## config.mk

```make
export PLATFORM = sky130hd
export DESIGN_NAME = fetch_unit
export DESIGN_NICKNAME = d
export VERILOG_FILES = /design/src/rtl/fetch_unit.sv
export SDC_FILE = /design/constraint.sdc
export NUM_CORES = 1
export LEC_CHECK = 0
export CORE_MARGIN = 1.5
export CORE_UTILIZATION = 29
export CTS_CLUSTER_SIZE = 14
export DETAILED_ROUTE_END_ITERATION = 10
export GPL_ROUTABILITY_DRIVEN = 1
export HOLD_SLACK_MARGIN = 0.15
export SLEW_MARGIN = 20
export SYNTH_ARGS = -nofsm -noshare
export SYNTH_HDL_FRONTEND = slang
export SYNTH_SLANG_ARGS = --single-unit
```

## constraint.sdc

```tcl
create_clock -name clk -period 3 [get_ports clk]
set_input_delay 0.9 -clock clk [delete_from_list [all_inputs] [get_ports clk]]
set_output_delay 0.9 -clock clk [all_outputs]
set_load 0.02 [all_outputs]
```

## src/rtl/fetch_unit.sv

```systemverilog
// fetch_unit: instruction fetch stage.
// Holds the PC, issues one word read at a time to instruction memory over a
// valid/ready request channel, and presents each returned word with its PC
// to the decoder through a one-entry valid/ready buffer. A redirect replaces
// the PC and squashes any in-flight or buffered instruction from the old path.
//
// Ports:
//   clk, rst                       clock, synchronous active-high reset
//   imem_req_valid/ready/addr      read request channel (addr is always pc)
//   imem_resp_valid/data           read response, one per accepted request
//   redirect_valid/redirect_pc     new fetch target from later stages
//   out_valid/ready                decoder handshake
//   out_instruction/out_pc         fetched word and its address
//   out_fault                      misaligned pc; out_instruction is NOP_INSTR
module fetch_unit #(
   parameter logic [31:0] RESET_PC  = 32'h0000_0000,
   parameter logic [31:0] NOP_INSTR = 32'h0000_0013
) (
   input  logic        clk,
   input  logic        rst,
   output logic        imem_req_valid,
   input  logic        imem_req_ready,
   output logic [31:0] imem_req_addr,
   input  logic        imem_resp_valid,
   input  logic [31:0] imem_resp_data,
   input  logic        redirect_valid,
   input  logic [31:0] redirect_pc,
   output logic        out_valid,
   input  logic        out_ready,
   output logic [31:0] out_instruction,
   output logic [31:0] out_pc,
   output logic        out_fault
);

   typedef enum logic [1:0] {
      S_REQ,
      S_WAIT,
      S_OUT,
      S_HALT
   } state_t;

   state_t      state;
   logic [31:0] pc;
   logic [31:0] req_pc;
   logic        squash;   // a redirect arrived while a response is still owed

   logic        pc_misaligned;

   assign pc_misaligned  = (pc[1:0] != 2'b00);
   assign imem_req_valid = (state == S_REQ) && !rst && !redirect_valid && !pc_misaligned;
   assign imem_req_addr  = pc;

   always_ff @(posedge clk) begin
      if (rst) begin
         state           <= S_REQ;
         pc              <= RESET_PC;
         req_pc          <= '0;
         squash          <= 1'b0;
         out_valid       <= 1'b0;
         out_instruction <= NOP_INSTR;
         out_pc          <= '0;
         out_fault       <= 1'b0;
      end else begin
         case (state)
            S_REQ: begin
               if (redirect_valid) begin
                  pc <= redirect_pc;
               end else if (pc_misaligned) begin
                  out_valid       <= 1'b1;
                  out_fault       <= 1'b1;
                  out_pc          <= pc;
                  out_instruction <= NOP_INSTR;
                  state           <= S_OUT;
               end else if (imem_req_ready) begin
                  req_pc <= pc;
                  state  <= S_WAIT;
               end
            end

            S_WAIT: begin
               if (imem_resp_valid) begin
                  if (squash || redirect_valid) begin
                     // Stale response: consume it and discard.
                     squash <= 1'b0;
                     state  <= S_REQ;
                     if (redirect_valid) begin
                        pc <= redirect_pc;
                     end
                  end else begin
                     out_instruction <= imem_resp_data;
                     out_pc          <= req_pc;
                     out_fault       <= 1'b0;
                     out_valid       <= 1'b1;
                     pc              <= req_pc + 32'd4;
                     state           <= S_OUT;
                  end
               end else if (redirect_valid) begin
                  // Must still wait for the owed response before re-requesting.
                  pc     <= redirect_pc;
                  squash <= 1'b1;
               end
            end

            S_OUT: begin
               if (redirect_valid) begin
                  pc        <= redirect_pc;
                  out_valid <= 1'b0;
                  state     <= S_REQ;
               end else if (out_ready) begin
                  out_valid <= 1'b0;
                  state     <= out_fault ? S_HALT : S_REQ;
               end
            end

            S_HALT: begin
               if (redirect_valid) begin
                  pc    <= redirect_pc;
                  state <= S_REQ;
               end
            end

            default: state <= S_REQ;
         endcase
      end
   end

endmodule

```

==> results of run 1 <==
[final timing paths]
path                                          from                               end  slack (ns)  cells past startpoint
setup / recovery                    redirect_valid                    imem_req_valid        0.19                      5
hold / removal    out_instruction[27]$_SDFFE_PP0P_  out_instruction[27]$_SDFFE_PP0P_        0.45                      2
setup reg to reg            req_pc[9]$_SDFFE_PP0P_      imem_req_addr[25]$_SDFF_PP0_        0.82                      4
hold reg to reg   out_instruction[27]$_SDFFE_PP0P_  out_instruction[27]$_SDFFE_PP0P_        0.45                      2
[flip-flops by register name, indices dropped and copies added (netlist names)]
signal / cells
imem_req_addr: 32
out_fault: 1
out_instruction: 32
out_pc: 32
out_valid: 1
req_pc: 32
squash: 1
state: 2
[power groups by stage]
stage / registers (uW) / logic (uW) / clock network [uW]
final: 2180 / 1980 / 2190
after global routing: 2210 / 2170 / 2330
after CTS: 2180 / 2000 / 2240
after detailed placement: 2220 / 2000 / 0
after global placement: 2220 / 1980 / 0
after floorplan: 2430 / 899 / 0
[cells in the mapped netlist, types with 10 or more instances]
library cell  instances
dfxtp_1             133
nor2b_1              18
a311oi_1             36
nor2_1               50
a21oi_1              71
nor3_1               14
a211oi_1             35
clkbuf_1             56
nand3_1              41
nand4_1              11
inv_1                10
nand2_1             162
mux2i_1              18
xnor2_1              12
[worst max-delay path, cell delays in order]
cell and delay (ns):
buf_2 0.11, nor2_1 0.11, nand2_1 0.06, nor2_1 0.11, clkdlybuf4s50_1 0.62
[through the flow]
stage                     utilization (%)  setup WS [ns]
after CTS                            42.5          0.170
final                                42.5          0.186
after floorplan                         -          0.235
after global routing                 42.5          0.102
after global placement               39.5          0.160
after detailed placement             39.5          0.171
[logic make-up after synthesis]
group | after synthesis
buffers and inverters | 78
xor gates and xnor gates | 14
adders and majority gates | 1
muxes | 18
AOI/OAI and AO/OA | 176
DFF | 133
and+or+nand+nor | 343
[area by class of cell]
| class | count | area [sq um] |
|---|---|---|
| tap | 270 | 338 |
| timing repair buffer | 190 | 1890 |
| multi-input combinational | 552 | 3120 |
| clock inverter | 7 | 119 |
| sequential | 133 | 2660 |
| clock buffer | 24 | 502 |
| fill | 2132 | 11700 |
| inverter | 10 | 37.5 |
[metal layers]
metal	track usage, %	wire length, microns	vias up
li1	-	-	2991
met1	24.0	8840	2799
met2	27.5	8610	213
met3	4.54	1320	20
met4	6.35	382	0
met5	0	0	-
==> flow_metrics.env, run 1 <==
export IMPL_timing_hold_ws_ns=0.449
export IMPL_design_die_area_sq_um=21800
export IMPL_fin_area_sq_um=8660
export IMPL_routedWlPerCell_microns=16.1
export IMPL_place_port_buffers=168
export IMPL_cts_buffer_depth=2
export IMPL_hold_viol_final=0
export IMPL_dpl_hpwl_microns=12300
export IMPL_fin_cells=1186
export IMPL_num_rows=52
export IMPL_cts_resized=0
export IMPL_cts_tree="done"
export IMPL_p_switching_uw=2120
export IMPL_synth_cells=763
export IMPL_cts_sinks=133
export IMPL_area_growth_syn_to_layout_pct=42.9
export IMPL_route_detailed_drc=0
export IMPL_vias=6023
export IMPL_overflow=0
export IMPL_synth_top_area_cell="dfxtp_1"
export IMPL_layout_nets=975
export IMPL_cp_data_required_time_ns=2.10
export IMPL_start_kind="input port"
export IMPL_grt_pass1_vias=5632
export IMPL_io_pins=169
export IMPL_switching_share_pct=33.4
export IMPL_n_antenna_cell=0
export IMPL_grt_max_degree=135
export IMPL_initial_core_util_pct=29.8
export IMPL_cts_made_buffers=17
export IMPL_max_cap_viol_count=0
export IMPL_final_cell_mix="clkdlybuf4s50_1, nand2_1, dfxtp_1, a21oi_1, nor2_1"
export IMPL_synth_seq_cells=133
export IMPL_clockPowerShare_pct=34.5
export IMPL_netlist_area_sq_um=6060
export IMPL_clockRootBuffer="clkbuf_16"
export IMPL_status="completed"
export IMPL_synth_compound_area_share_pct=19.6
export IMPL_synthSimpleGateAreaFrac_pct=26.2
export IMPL_dr_pass1_iters=4
export IMPL_gp_congestion=0.778
export IMPL_period_share_pct=93.8
export IMPL_clk_latency_ns=0.42
export IMPL_vias_per_cell=5.08
export IMPL_leakagePower_uw=0.00286
export IMPL_die_h_microns=148
export IMPL_ir_drop_v=0.000334
export IMPL_post_cts_buffers=0
export IMPL_hold_buffers=0
export IMPL_maxSlewViolCount=0
export IMPL_synth_warnings=0
export IMPL_finalSetupViolations=0
export IMPL_rsz0062_at_grt="no"
export IMPL_postSynth_asyncResetShare_pct=0
export IMPL_max_freq_ghz=0.355
export IMPL_yosysTopAreaCellShare_pct=43.9
export IMPL_netlist_cell_type_count=46
export IMPL_synth_top_family_by_area="simple AND/OR/NAND/NOR gates"
export IMPL_critical_path_class="in -> out"
export IMPL_h_tree_depth=4
export IMPL_drive_above_1_share_pct=6.66
export IMPL_totalPowerFinal_uw=6350
export IMPL_final_setup_skew_ns=0.00815
export IMPL_endpoint_kind="primary output"
export IMPL_synth_edff_count=0
export IMPL_avgSynthCellArea_sq_um=7.95
export IMPL_synth_xor_area_share_pct=2.02
export IMPL_dpl_instance_area_sq_um=8040
export IMPL_worst_ep_arrival_time_ns=1.91
export IMPL_drt_wl_total_microns=19200
export IMPL_ys_flop_type="dfxtp_1"
export IMPL_grt_pass1_wl_microns=30900
export IMPL_comb_power_share_pct=31.2
export IMPL_synth_area_mux_share_pct=2.97
export IMPL_antenna_found_initial=0
export IMPL_synth_fa_ha_area_share_pct=0.206
export IMPL_tightestPinTransition_ns=0.831
export IMPL_tns_ns=0
export IMPL_gr_usage_all_layers_pct=17.8
export IMPL_power_internal_uw=4230
export IMPL_ant_nets=0
export IMPL_p_per_area_nw_per_um2=733
export IMPL_coreArea_sq_um=20400
export IMPL_post_route_min_period_ns=2.81
export IMPL_ys_top_cells_by_area="dfxtp_1, nand2_1, a21oi_1"
export IMPL_ys_seq_area_share_pct=43.9
export IMPL_layout_commonest_cell="clkdlybuf4s50_1"
export IMPL_dp_cells=1155
export IMPL_hold_class="reg -> reg"
export IMPL_synth_nets=834
export IMPL_die_w_microns=148
export IMPL_crit_fanout=2
export IMPL_drt_initial_drc_count=371
export IMPL_clkSlewWorstSetupHoldPaths_ns=0.06
export IMPL_p_seq_share_pct=34.3
export IMPL_max_slew_margin_rel_pct=44.6
No activity file was read; power rests on OpenSTA's default activity.
==> run 2: changes to the inputs <==
RECOVER_POWER = 100   (was not set)
==> run 2 against run 1 <==
Against the previous run:
- combinational power decreased by 5%
- core utilization decreased by 0.26 points
- cell count unchanged
- die area unchanged
- flip-flop and latch count unchanged
- clock power about the same
- first-iteration DRC count decreased by 10%
- clock skew increased by 0.00075 ns
- sequential power about the same
- register-to-register slack got worse by 0.02 ns
- critical path type unchanged
==> flow_metrics.env, run 2 (synthesis results as in run 1) <==
export IMPL_status="completed"
export IMPL_fill_cells=2143
export IMPL_cpMostUsedCell="nor2_1"
export IMPL_place_port_buffers=168
export IMPL_n_antenna_cell=0
export IMPL_leakagePower_uw=0.00312
export IMPL_cts_buffer_depth=2
export IMPL_endpoint_kind="primary output"
export IMPL_drt_initial_drc_count=333
export IMPL_crit_family="buffers and inverters"
export IMPL_drive_above_1_share_pct=6.44
export IMPL_tightestPinTransition_ns=0.926
export IMPL_num_rows=52
export IMPL_crit_fanout=2
export IMPL_finalSetupViolations=0
export IMPL_layout_commonest_cell="nand2_1"
export IMPL_p_per_area_nw_per_um2=726
export IMPL_worst_ep_arrival_time_ns=1.90
export IMPL_final_cell_mix="nand2_1, dfxtp_1, dlygate4sd3_1, a21oi_1, clkdlybuf4s50_1"
export IMPL_cts_sinks=133
export IMPL_route_detailed_drc=0
export IMPL_critPathBufInv=2
export IMPL_worstPathCellList="clkbuf_1 > nor2_1 > nand2_1 > nor2_1 > clkdlybuf4s50_1"
export IMPL_slowest_stage="clkdlybuf4s50_1"
export IMPL_grt_pass1_wl_microns=30900
export IMPL_gr_usage_all_layers_pct=17.8
export IMPL_clkSlewWorstSetupHoldPaths_ns=0.06
export IMPL_max_cap_viol_count=0
export IMPL_antenna_found_initial=0
export IMPL_io_pins=169
export IMPL_hold_buffers=0
export IMPL_ant_nets=0
export IMPL_layout_nets=975
export IMPL_h_tree_depth=4
export IMPL_timing_hold_ws_ns=0.446
export IMPL_grt_pass1_vias=5632
export IMPL_period_share_pct=93.3
export IMPL_hold_class="reg -> reg"
export IMPL_max_stage_delay_ns=0.62
export IMPL_die_w_microns=148
export IMPL_hold_viol_final=0
export IMPL_final_setup_skew_ns=0.00889
export IMPL_overflow=0
export IMPL_initial_core_util_pct=29.8
export IMPL_die_h_microns=148
export IMPL_max_slew_margin_rel_pct=38.3
export IMPL_tns_ns=0
export IMPL_vias=5999
export IMPL_gp_congestion=0.778
export IMPL_area_growth_syn_to_layout_pct=42.0
export IMPL_cts_made_buffers=17
export IMPL_post_cts_buffers=0
export IMPL_maxSlewViolCount=0
export IMPL_rsz0062_at_grt="no"
export IMPL_clk_latency_ns=0.42
export IMPL_drt_wl_total_microns=19200
export IMPL_vias_per_cell=5.06
export IMPL_post_route_min_period_ns=2.80
export IMPL_clockRootBuffer="clkbuf_16"
export IMPL_design_die_area_sq_um=21800
export IMPL_dr_pass1_iters=4
export IMPL_dpl_hpwl_microns=12300
export IMPL_cp_data_required_time_ns=2.10
export IMPL_coreArea_sq_um=20400
export IMPL_start_kind="input port"
export IMPL_max_freq_ghz=0.357
export IMPL_grt_max_degree=135
export IMPL_cts_resized=0
export IMPL_routedWlPerCell_microns=16.2
export IMPL_cts_tree="done"
export IMPL_ir_drop_v=0.000335
export IMPL_critical_path_class="in -> out"
-- run 2: changes by cell type in the layout (fill, tap and decap cells not counted), moves of 3 or more --
cell             before  now
clkdlybuf4s50_1     166   66
dlygate4sd3_1         0  100
buf_4                19   15
clkbuf_2              0    4
buf_12                4    1
-- run 2: worst min-delay path: stages, from the launching register on --
cell and delay [ns]:
dfxtp_1 0.30, nand2_1 0.05, a21oi_1 0.05
-- run 2: layout make-up --
| class | instances | area, sq um | area share (%) |
|---|---|---|---|
| Multi-Input combinational cell | 552 | 3120 | 36.2 |
| Tap cell | 270 | 338 | 3.92 |
| Sequential cell | 133 | 2660 | 30.9 |
| Clock inverter | 7 | 119 | 1.38 |
| Clock buffer | 24 | 502 | 5.83 |
| Timing Repair Buffer | 190 | 1840 | 21.3 |
| Inverter | 10 | 37.5 | 0.436 |
-- run 2: power by group --
group | leakage [uW] | internal (uW) | switching, uW
Combinational | 0.00174 | 718 | 1170
Clock | 0.000299 | 1410 | 780
Sequential | 0.00108 | 2000 | 171
Total | 0.00312 | 4130 | 2120
-- run 2: final timing paths --
check                           slack, ns  cells after the start                        startpoint                          endpoint
worst max register to register       0.80                      6             state[0]$_SDFFE_PP0P_      imem_req_addr[12]$_SDFF_PP0_
worst min-delay path                 0.45                      2  out_instruction[27]$_SDFFE_PP0P_  out_instruction[27]$_SDFFE_PP0P_
worst min register to register       0.45                      2  out_instruction[27]$_SDFFE_PP0P_  out_instruction[27]$_SDFFE_PP0P_
worst max-delay path                 0.20                      5                    redirect_valid                    imem_req_valid
-- run 2: layer usage --
layer  global-route usage [%]  vias to the layer above  part of all wire [%]  routed length [microns]
li1                         -                     2994                     -                        -
met1                     24.0                     2798                    47                     8960
met2                     27.5                      186                    45                     8620
met3                     4.54                       21                   6.5                     1260
met4                     6.35                        0                   2.0                      379
met5                        0                        -                     0                        0
-- run 2: through the flow --
step | std cells | setup WS (ns) | total power, uW | cell area, sq um | utilization (%)
after floorplan | 763 | 0.235 | 3320 | 6060 | -
after global placement | 1155 | 0.160 | 4200 | 8040 | 39.5
after detailed placement | 1155 | 0.171 | 4220 | 8040 | 39.5
after CTS | 1186 | 0.170 | 6420 | 8660 | 42.5
after global routing | 1186 | 0.112 | 6600 | 8610 | 42.3
final | 1186 | 0.201 | 6250 | 8610 | 42.3
